File: src/rtl/conv_pkg.sv
// Shared definitions for the K=3 rate-1/2 convolutional code: the encoder
// FSM state encoding, default generators and the parity helper that both the
// encoder and the decoder branch-metric unit use to form code symbols.
package conv_pkg;

    localparam int K = 3;

    localparam logic [2:0] G0_DEF = 3'b111;
    localparam logic [2:0] G1_DEF = 3'b101;

    typedef enum logic [1:0] {
        ST_IDLE  = 2'd0,
        ST_DATA  = 2'd1,
        ST_TAIL0 = 2'd2,
        ST_TAIL1 = 2'd3
    } conv_state_e;

    // Parity of generator taps over {u, sr[1], sr[0]}; bit2 of g taps u.
    function automatic logic conv_parity(input logic [2:0] g,
                                         input logic       u,
                                         input logic [1:0] sr);
        return ^(g & {u, sr});
    endfunction

endpackage

File: src/rtl/conv_out_reg.sv
// One-entry valid/ready output register carrying a 2-bit symbol and a
// frame-last flag. It can drain and refill in the same cycle, so a producer
// that loads whenever slot_free is high sustains one symbol per clock.
module conv_out_reg (
    input  logic       clk,
    input  logic       reset,
    input  logic       load,
    input  logic [1:0] load_sym,
    input  logic       load_last,
    input  logic       out_ready,
    output logic       out_valid,
    output logic [1:0] out_sym,
    output logic       out_last,
    output logic       slot_free,
    output logic       done
);

    logic       valid_q, valid_d;
    logic [1:0] sym_q, sym_d;
    logic       last_q, last_d;
    logic       done_q, done_d;

    assign slot_free = !valid_q || out_ready;
    assign out_valid = valid_q;
    assign out_sym   = sym_q;
    assign out_last  = last_q;
    assign done      = done_q;

    // Next-state: load wins over drain; held contents stay put while stalled.
    always_comb begin
        valid_d = valid_q;
        sym_d   = sym_q;
        last_d  = last_q;
        done_d  = valid_q && out_ready && last_q;
        if (load) begin
            valid_d = 1'b1;
            sym_d   = load_sym;
            last_d  = load_last;
        end else if (valid_q && out_ready) begin
            valid_d = 1'b0;
            last_d  = 1'b0;
        end
    end

    // Register update with synchronous reset clearing the whole entry.
    always_ff @(posedge clk) begin
        if (reset) begin
            valid_q <= 1'b0;
            sym_q   <= 2'b00;
            last_q  <= 1'b0;
            done_q  <= 1'b0;
        end else begin
            valid_q <= valid_d;
            sym_q   <= sym_d;
            last_q  <= last_d;
            done_q  <= done_d;
        end
    end

endmodule

File: src/rtl/conv_encoder_k3.sv
// Rate-1/2, K=3 convolutional encoder with zero-tail termination. Accepts
// FRAME_LEN info bits, appends two zero tail bits so the trellis returns to
// state 00, and emits one 2-bit symbol per bit through a backpressured
// output register.
module conv_encoder_k3
    import conv_pkg::*;
#(
    parameter int         FRAME_LEN = 16,
    parameter logic [2:0] G0        = G0_DEF,
    parameter logic [2:0] G1        = G1_DEF
) (
    input  logic       clk,
    input  logic       reset,
    input  logic       start,
    input  logic       in_valid,
    input  logic       in_bit,
    output logic       in_ready,
    output logic       out_valid,
    output logic [1:0] out_sym,
    output logic       out_last,
    input  logic       out_ready,
    output logic       busy,
    output logic       done
);

    localparam int CNT_W = $clog2(FRAME_LEN + 1);

    conv_state_e      state_q, state_d;
    logic [1:0]       sr_q, sr_d;
    logic [CNT_W-1:0] cnt_q, cnt_d;

    logic       slot_free;
    logic       load;
    logic       load_u;
    logic       load_last;
    logic [1:0] load_sym;

    // FSM next-state, shift-register update and output-register load control.
    always_comb begin
        state_d   = state_q;
        sr_d      = sr_q;
        cnt_d     = cnt_q;
        in_ready  = 1'b0;
        load      = 1'b0;
        load_u    = 1'b0;
        load_last = 1'b0;
        case (state_q)
            ST_IDLE: begin
                if (start) begin
                    sr_d    = 2'b00;
                    cnt_d   = '0;
                    state_d = ST_DATA;
                end
            end
            ST_DATA: begin
                in_ready = slot_free;
                if (in_valid && slot_free) begin
                    load   = 1'b1;
                    load_u = in_bit;
                    sr_d   = {in_bit, sr_q[1]};
                    cnt_d  = cnt_q + CNT_W'(1);
                    if (cnt_d == CNT_W'(FRAME_LEN)) begin
                        state_d = ST_TAIL0;
                    end
                end
            end
            ST_TAIL0: begin
                if (slot_free) begin
                    load    = 1'b1;
                    sr_d    = {1'b0, sr_q[1]};
                    state_d = ST_TAIL1;
                end
            end
            ST_TAIL1: begin
                if (slot_free) begin
                    load      = 1'b1;
                    load_last = 1'b1;
                    sr_d      = {1'b0, sr_q[1]};
                    state_d   = ST_IDLE;
                end
            end
            default: begin
                state_d = ST_IDLE;
            end
        endcase
    end

    // Code symbol for the bit being encoded, formed against the current state.
    always_comb begin
        load_sym = {conv_parity(G0, load_u, sr_q), conv_parity(G1, load_u, sr_q)};
    end

    // State, trellis shift register and bit counter.
    always_ff @(posedge clk) begin
        if (reset) begin
            state_q <= ST_IDLE;
            sr_q    <= 2'b00;
            cnt_q   <= '0;
        end else begin
            state_q <= state_d;
            sr_q    <= sr_d;
            cnt_q   <= cnt_d;
        end
    end

    conv_out_reg u_out_reg (
        .clk       (clk),
        .reset     (reset),
        .load      (load),
        .load_sym  (load_sym),
        .load_last (load_last),
        .out_ready (out_ready),
        .out_valid (out_valid),
        .out_sym   (out_sym),
        .out_last  (out_last),
        .slot_free (slot_free),
        .done      (done)
    );

    assign busy = (state_q != ST_IDLE) || out_valid;

endmodule

File: config.mk
export PLATFORM = sky130hd
export DESIGN_NAME = conv_encoder_k3
export DESIGN_NICKNAME = d
export VERILOG_FILES = /design/src/rtl/conv_pkg.sv /design/src/rtl/conv_out_reg.sv /design/src/rtl/conv_encoder_k3.sv
export SDC_FILE = /design/constraint.sdc
export NUM_CORES = 1
export LEC_CHECK = 0
export BUFFER_PORTS_ARGS = -buffer_cell sky130_fd_sc_hd__buf_2
export CORE_UTILIZATION = 55
export CTS_CLUSTER_SIZE = 30
export DETAILED_ROUTE_END_ITERATION = 12
export GPL_ROUTABILITY_DRIVEN = 0
export PLACE_DENSITY = 0.85
export SETUP_SLACK_MARGIN = 0.1
export SLEW_MARGIN = 20
export SYNTH_ARGS = -nofsm -noshare
export SYNTH_HDL_FRONTEND = slang
export SYNTH_SLANG_ARGS = --single-unit
File: constraint.sdc
create_clock -name clk -period 2.9 [get_ports clk]
set_input_delay 0.29 -clock clk [delete_from_list [all_inputs] [get_ports clk]]
set_output_delay 0.29 -clock clk [all_outputs]
set_load 0.02 [all_outputs]
### Word-level counts from Yosys, hierarchy flattened

Index checks and enable logic that the tools add are counted.

| storage, ports and cells | value |
|---|---|
| register bits | 14 |
| word-level logic and storage cells | 57 |

| cells by class | value |
|---|---|
| add/subtract/negate cells | 1 |
| equality and inequality tests | 10 |
| multiplexer cells | 23 |
| reduce and logical (&&, ||, !) cells | 16 |

Operators with widths:

| kind | number |
|---|---|
| 2-to-1 mux 2 bit | 8 |
| 2-to-1 mux 5 bit | 2 |
| inequality test 2 bit (second input constant) | 5 |
| one-hot mux 5 bit (2 select lines) | 1 |
| 2-to-1 mux 1 bit | 9 |
| one-hot mux 2 bit (4 select lines) | 1 |
| one-hot mux 2 bit (3 select lines) | 1 |
| AND reduction 3 bit | 2 |
| nonzero test 2 bit | 3 |
| parity 3 bit | 2 |
| adder 5 x 1 -> 5 bit (second input constant) | 1 |
| == test 5 bit (second input constant) | 1 |
| AND reduction 5 bit | 1 |
| == test 2 bit (second input constant) | 2 |
| logical AND 1 bit | 3 |
| == test 2 x 1 -> 1 bit (second input constant) | 1 |
| logical NOT 2 bit | 1 |
| logical OR 1 bit | 2 |
| inequality test 2 x 1 -> 1 bit (second input constant) | 1 |
| one-hot mux 1 bit (2 select lines) | 1 |
| OR reduction 2 bit | 1 |
| logical NOT 1 bit | 1 |

### Logic depth before layout (Yosys ltp)

| logic depth | value |
|---|---|
| word-level depth | 6 |
| mapped depth | 7 |
| mapped depth without buffers | 7 |

### Modules after synthesis

A second synthesis with hierarchy kept.

| second synthesis, totals | value |
|---|---|
| cells, all modules | 92 |
| area, all modules | 817.0 sq um |

Modules (own cells, without submodules):

| module | instances | cells each | area an instance (sq um) | sequential area each (sq um) |
|---|---|---|---|---|
| conv_encoder_k3 | 1 | 75 | 649.4 | 180.2 |
| conv_out_reg | 1 | 17 | 167.7 | 100.1 |

### Worst setup path before layout

No wires, ideal clock.

| timing path | value |
|---|---|
| path type | reg-to-reg |
| start point | reg state_q[0] |
| end point | reg u_out_reg.sym_q[1], in the netlist u_out_reg.out_sym[1] |
| setup time | 95 ps |
| arrival | 1589 ps |
| required time | 2805 ps |
| setup slack | 1216 ps |
| cell stages (with the launch flop) | 8 |
| buffers on the path | 0 |
| period minus slack after synthesis | 1684 ps |
| cells stage by stage | dfxtp_1 inv_1 ha_1 or2_2 a21oi_1 or3_4 or4_1 o311ai_1 |

| on the way | value |
|---|---|
| longest elaborated chain between the ends | 3 |
| elaborated cells on any way between the ends | 7 |

Ends and longest elaborated chain:

| item | line | source |
|---|---|---|
| start, declared | conv_encoder_k3.sv:28 | `conv_state_e state_q, state_d;` |
| start signal, assigned | conv_encoder_k3.sv:100 | `state_q <= state_d;` |
| == test 2 bit or == test 2 x 1 -> 1 bit (tied branches) | conv_encoder_k3.sv:47 | `case (state_q)` |
| OR reduction 2 bit (no source line) or 2-to-1 mux 1 bit (tied branches) | n/a |  |
| one-hot mux 1 bit (2 select lines) or parity 3 bit (tied branches) | conv_encoder_k3.sv:47, conv_pkg.sv:22 |  |
| end signal, assigned | conv_out_reg.sv:54 | `sym_q <= sym_d;` |
| end, declared | conv_out_reg.sv:19 | `logic [1:0] sym_q, sym_d;` |

Parallel ways exist; a longest one is shown, timed or not.
A chain may end at the register's enable or synchronous reset.

### Final worst setup path

| timing path | value |
|---|---|
| start point | reg state_q[1] |
| end point | reg u_out_reg.sym_q[1], in the netlist u_out_reg.out_sym[1] |

The elaborated chain is that of the path after synthesis.

==> flow_results.org <==
** Status
- Outcome :: completed

** GRT
- Summed over all layers, the global routing overflow is 0.
- The number of antenna violations at the first check in global routing was 0.
- Across every metal layer, demand over resource in global routing totals between 20% and 30%.
- Global-route wire length before repair :: between 2 and 2.5 mm
- Largest net degree at the start of global routing :: 19
- Via count of the first global-routing pass :: 581

** Finish
- After the last flow step, the layout net total stands at 122.
- Finished Cell Area :: 898 µm²
- Registers take 280 µm².
- Ant diodes :: 0
- Total area of multi-input combinational cells :: roughly 480 µm²
- Cells with a size suffix above 1 make up approximately 17% of the layout.
- At the end of the flow the core is filled with cells to 68.2%.
- Area added between synthesis and finish :: 13.1%
- Fillers :: 112

** STA
- In the final timing run, aggregate negative setup slack is 0 ns.
- The final-report hold violation count is 0.
- For the pin with the worst max-slew slack, the measured transition is 0.572 ns.
- Remaining max-slew budget at the tightest pin :: 61.6%
- Time the final worst path needs with I/O delays and setup :: about 2.0 ns
- Setup violations remaining at the end of the flow were counted as 0.
- Fraction of the cycle the final worst path needs :: about two thirds
- Final max-slew violation count :: 0
- Timing would allow up to 504 MHz.
- RSZ-0062 raised after global routing :: no
- The clock arrives with ~0.0083 ns of skew.

** Floorplanning
- In this run the count of I/O pins placed on the die edge is 13.
- The floorplan step defined a die boundary enclosing between 1500 and 2000 µm².
- The floorplan has 13 rows.
- Die height :: approximately 40 µm
- The region available for standard cell placement spans 1320 µm².
- The initial utilization of the core area, before any placement, comes to 60.3%.
- The floorplan step set the die width to 40.0 µm.

** Drt
- In the routed design, unresolved DRC markers number 0.
- Average vias per placed instance :: approximately 5.6
- Residual antenna-violating net count after detailed routing :: 0
- In the final routed layout, each cell accounts on average for ~12 µm.
- DRC violation total after the first TritonRoute iteration :: 10
- After detailed routing, the total wire length is 1.53 mm.
- TritonRoute pass-1 iters :: 4
- Across all layers, the routed design uses roughly 690 vias.

** Critical path
- Setup crit end kind :: flip-flop
- Flop-to-flop setup slack :: around 0.92 ns
- In this run the critical register-to-register path is captured at u_out_reg.out_sym[1].
- The worst setup path is of the reg2reg kind.
- Crit path max fanout :: 12
- Max stage delay cell, worst path :: sky130_fd_sc_hd__or4_1
- At the worst endpoint, the required time is 3.10 ns.
- Destination of the critical timing path :: u_out_reg.out_sym[1]
- The signal on the critical path passes through inv_1 -> ha_1 -> a21oi_1 -> or3_4 -> or4_1 -> o311ai_1.
- Worst Reg-to-Reg Cells :: 6
- Crit path launch type :: flip-flop
- The critical path starts at state_q[1].
- At the worst endpoint, the arrival time is around 2.2 ns.
- Worst r2r src :: state_q[1]
- Delay of the slowest cell on the worst path :: 0.47 ns

** Pwr
- Power per unit of standard cell area :: between 700 and 800 nW/µm²
- Power comes to between 600 and 700 µW.
- Summed over all cells, the static leakage comes to about 0.00038 µW.
- IR analysis of the VDD net gives a maximum drop of between 0.5 and 0.6 mV.

** Clock tree
- The cell sitting at the root of the clock tree is a sky130_fd_sc_hd__clkbuf_4.
- Buffers inserted during clock tree synthesis total 3.
- The longest clock path from root to sink contains 2 buffers.
- Post-CTS timing repair inserted 0 buffers for setup.
- Clock transition at path regs :: about 0.090 ns
- The number of gates resized after CTS was 0.
- The later pin in the worst-skew pair is clocked with a latency of ~0.28 ns.
- Post-CTS Hold Buffers :: 0
- TritonCTS built the clock tree.
- Clock net sink count :: 14
- H-tree lvl count :: 1

** Hold path
- Worst hold stages :: 3
- In this run the most critical hold path is launched from out_ready.
- The min-delay analysis places its worst path in the category in2reg.

** Placement
- Count of input and output buffers :: 12
- Post-Place Cell Area :: between 800 and 900 µm²
- Final HPWL DP :: roughly 1.1 mm

** Synth
- Dividing the synthesized area by the synthesized cell count gives roughly 8.3 µm².
- Flip-flop and latch count after synthesis :: 14
- When the netlist entered floorplanning its net count stood at approximately 110.
- Counting distinct cell types in the post-synthesis netlist gives 33.
- Share of synthesized area occupied by flip-flops and latches :: 35.3%
- Of all cell types, the one taking the most synthesized area is sky130_fd_sc_hd__dfxtp_1.
- The cell count after synthesis came out at 96.
- Cell Area, Synth :: between 700 and 800 µm²
- Top cells by area in the synthesized netlist :: sky130_fd_sc_hd__dfxtp_1, sky130_fd_sc_hd__ha_1, sky130_fd_sc_hd__mux2i_1
- The share of synthesized area in the top cell type comes to about a third.
- For this run, the number of Yosys warnings is 0.

** Flow run
- The tool flagged a number of max-cap violations equal to 0.
[cell families (layout without fill, tap and decap cells)]
group	after synthesis	in the layout	share of synthesized area, %
multiplexers	4	4	5.04
XOR/XNOR	1	1	1.10
flip-flops	14	14	35.3
buffers and inverters	8	21	3.78
adder cells (fa/ha/maj)	6	6	9.45
AO/OA/AOI/OAI	17	17	12.9
AND/OR/NAND/NOR	46	46	32.4
[report_power, final]
group	switching, µW	total [µW]	internal [µW]
Clock	67.8	144	76.4
Combinational	184	297	113
Sequential	21.7	237	216
Total	274	678	405
[layer usage]
layer	share of wire (%)	routed length, µm	track usage [%]
met5	0	0	0
met4	2.4	36	12.9
met3	2.3	35	3.33
met2	46	707	36.3
met1	49	747	27.0
[synthesized netlist by cell type, drive strengths merged]
master	count
nand3	5
dfxtp	14
mux2i	4
a31oi	3
or2b	1
nand2	10
or4	1
nor3b	2
and2	2
a211oi	1
and4b	1
or3	1
xor2	1
ha	6
a22oi	1
clkbuf	3
nor2b	2
o311ai	1
inv	5
a21oi	7
nand4	1
nand4b	1
nand3b	1
nand2b	5
o211ai	1
nor3	3
nor2	8
o21bai	1
or2	1
o21ai	2
and3	1
[placed cells by master, fill, tap and decap left out, drive strengths merged]
master  count
a211oi      1
or3         1
and2        2
a21oi       7
o211ai      1
nand2      10
or2b        1
and3        1
a22oi       1
or2         1
nand3       5
nor3        3
mux2i       4
and4b       1
nand4b      1
nand2b      5
dfxtp      14
or4         1
clkbuf      4
inv         5
nor3b       2
o21ai       2
nor2        8
nand4       1
nor2b       2
ha          6
buf        12
o311ai      1
o21bai      1
xor2        1
nand3b      1
a31oi       3
[cell type report]
| cell class | count | area share (%) |
|---|---|---|
| clock buffers | 4 | 4.04 |
| multi-input cells | 74 | 53.9 |
| well taps | 15 | 2.09 |
| inverters | 5 | 2.09 |
| repair buffers | 12 | 6.69 |
| flip-flops and latches | 14 | 31.2 |
[sequential cells by signal, indices dropped and copies added, names as in the netlist]
| register | flops |
|---|---|
| state_q | 2 |
| u_out_reg.out_valid | 1 |
| cnt_q | 5 |
| sr_q | 2 |
| u_out_reg.out_sym | 2 |
| u_out_reg.done | 1 |
| u_out_reg.out_last | 1 |
[worst min-delay path by stage]
stage	end	slack [ns]
finish	u_out_reg.done	0.32
floorplan	u_out_reg.done	0.45
global route	u_out_reg.done	0.34
CTS	u_out_reg.done	0.32
global placement	u_out_reg.out_last	0.48
detailed placement	u_out_reg.out_last	0.48
[critical path: cells and delay by family, from the launching register on]
family	cells	cell delay [ns]
and+or+nand+nor	2	0.83
buffers and inverters	1	0.11
adders and majority gates	1	0.39
DFF	1	0.35
AOI/OAI and AO/OA	2	0.23
[per-stage QoR]
step	cells	hold WS (ns)	setup WS [ns]
finish	124	0.324	0.916
global placement	120	0.475	1.01
global route	124	0.338	0.759
CTS	124	0.322	0.926
detailed placement	120	0.478	0.947
floorplan	96	0.446	1.22
No activity file was read; power rests on OpenSTA's default activity.
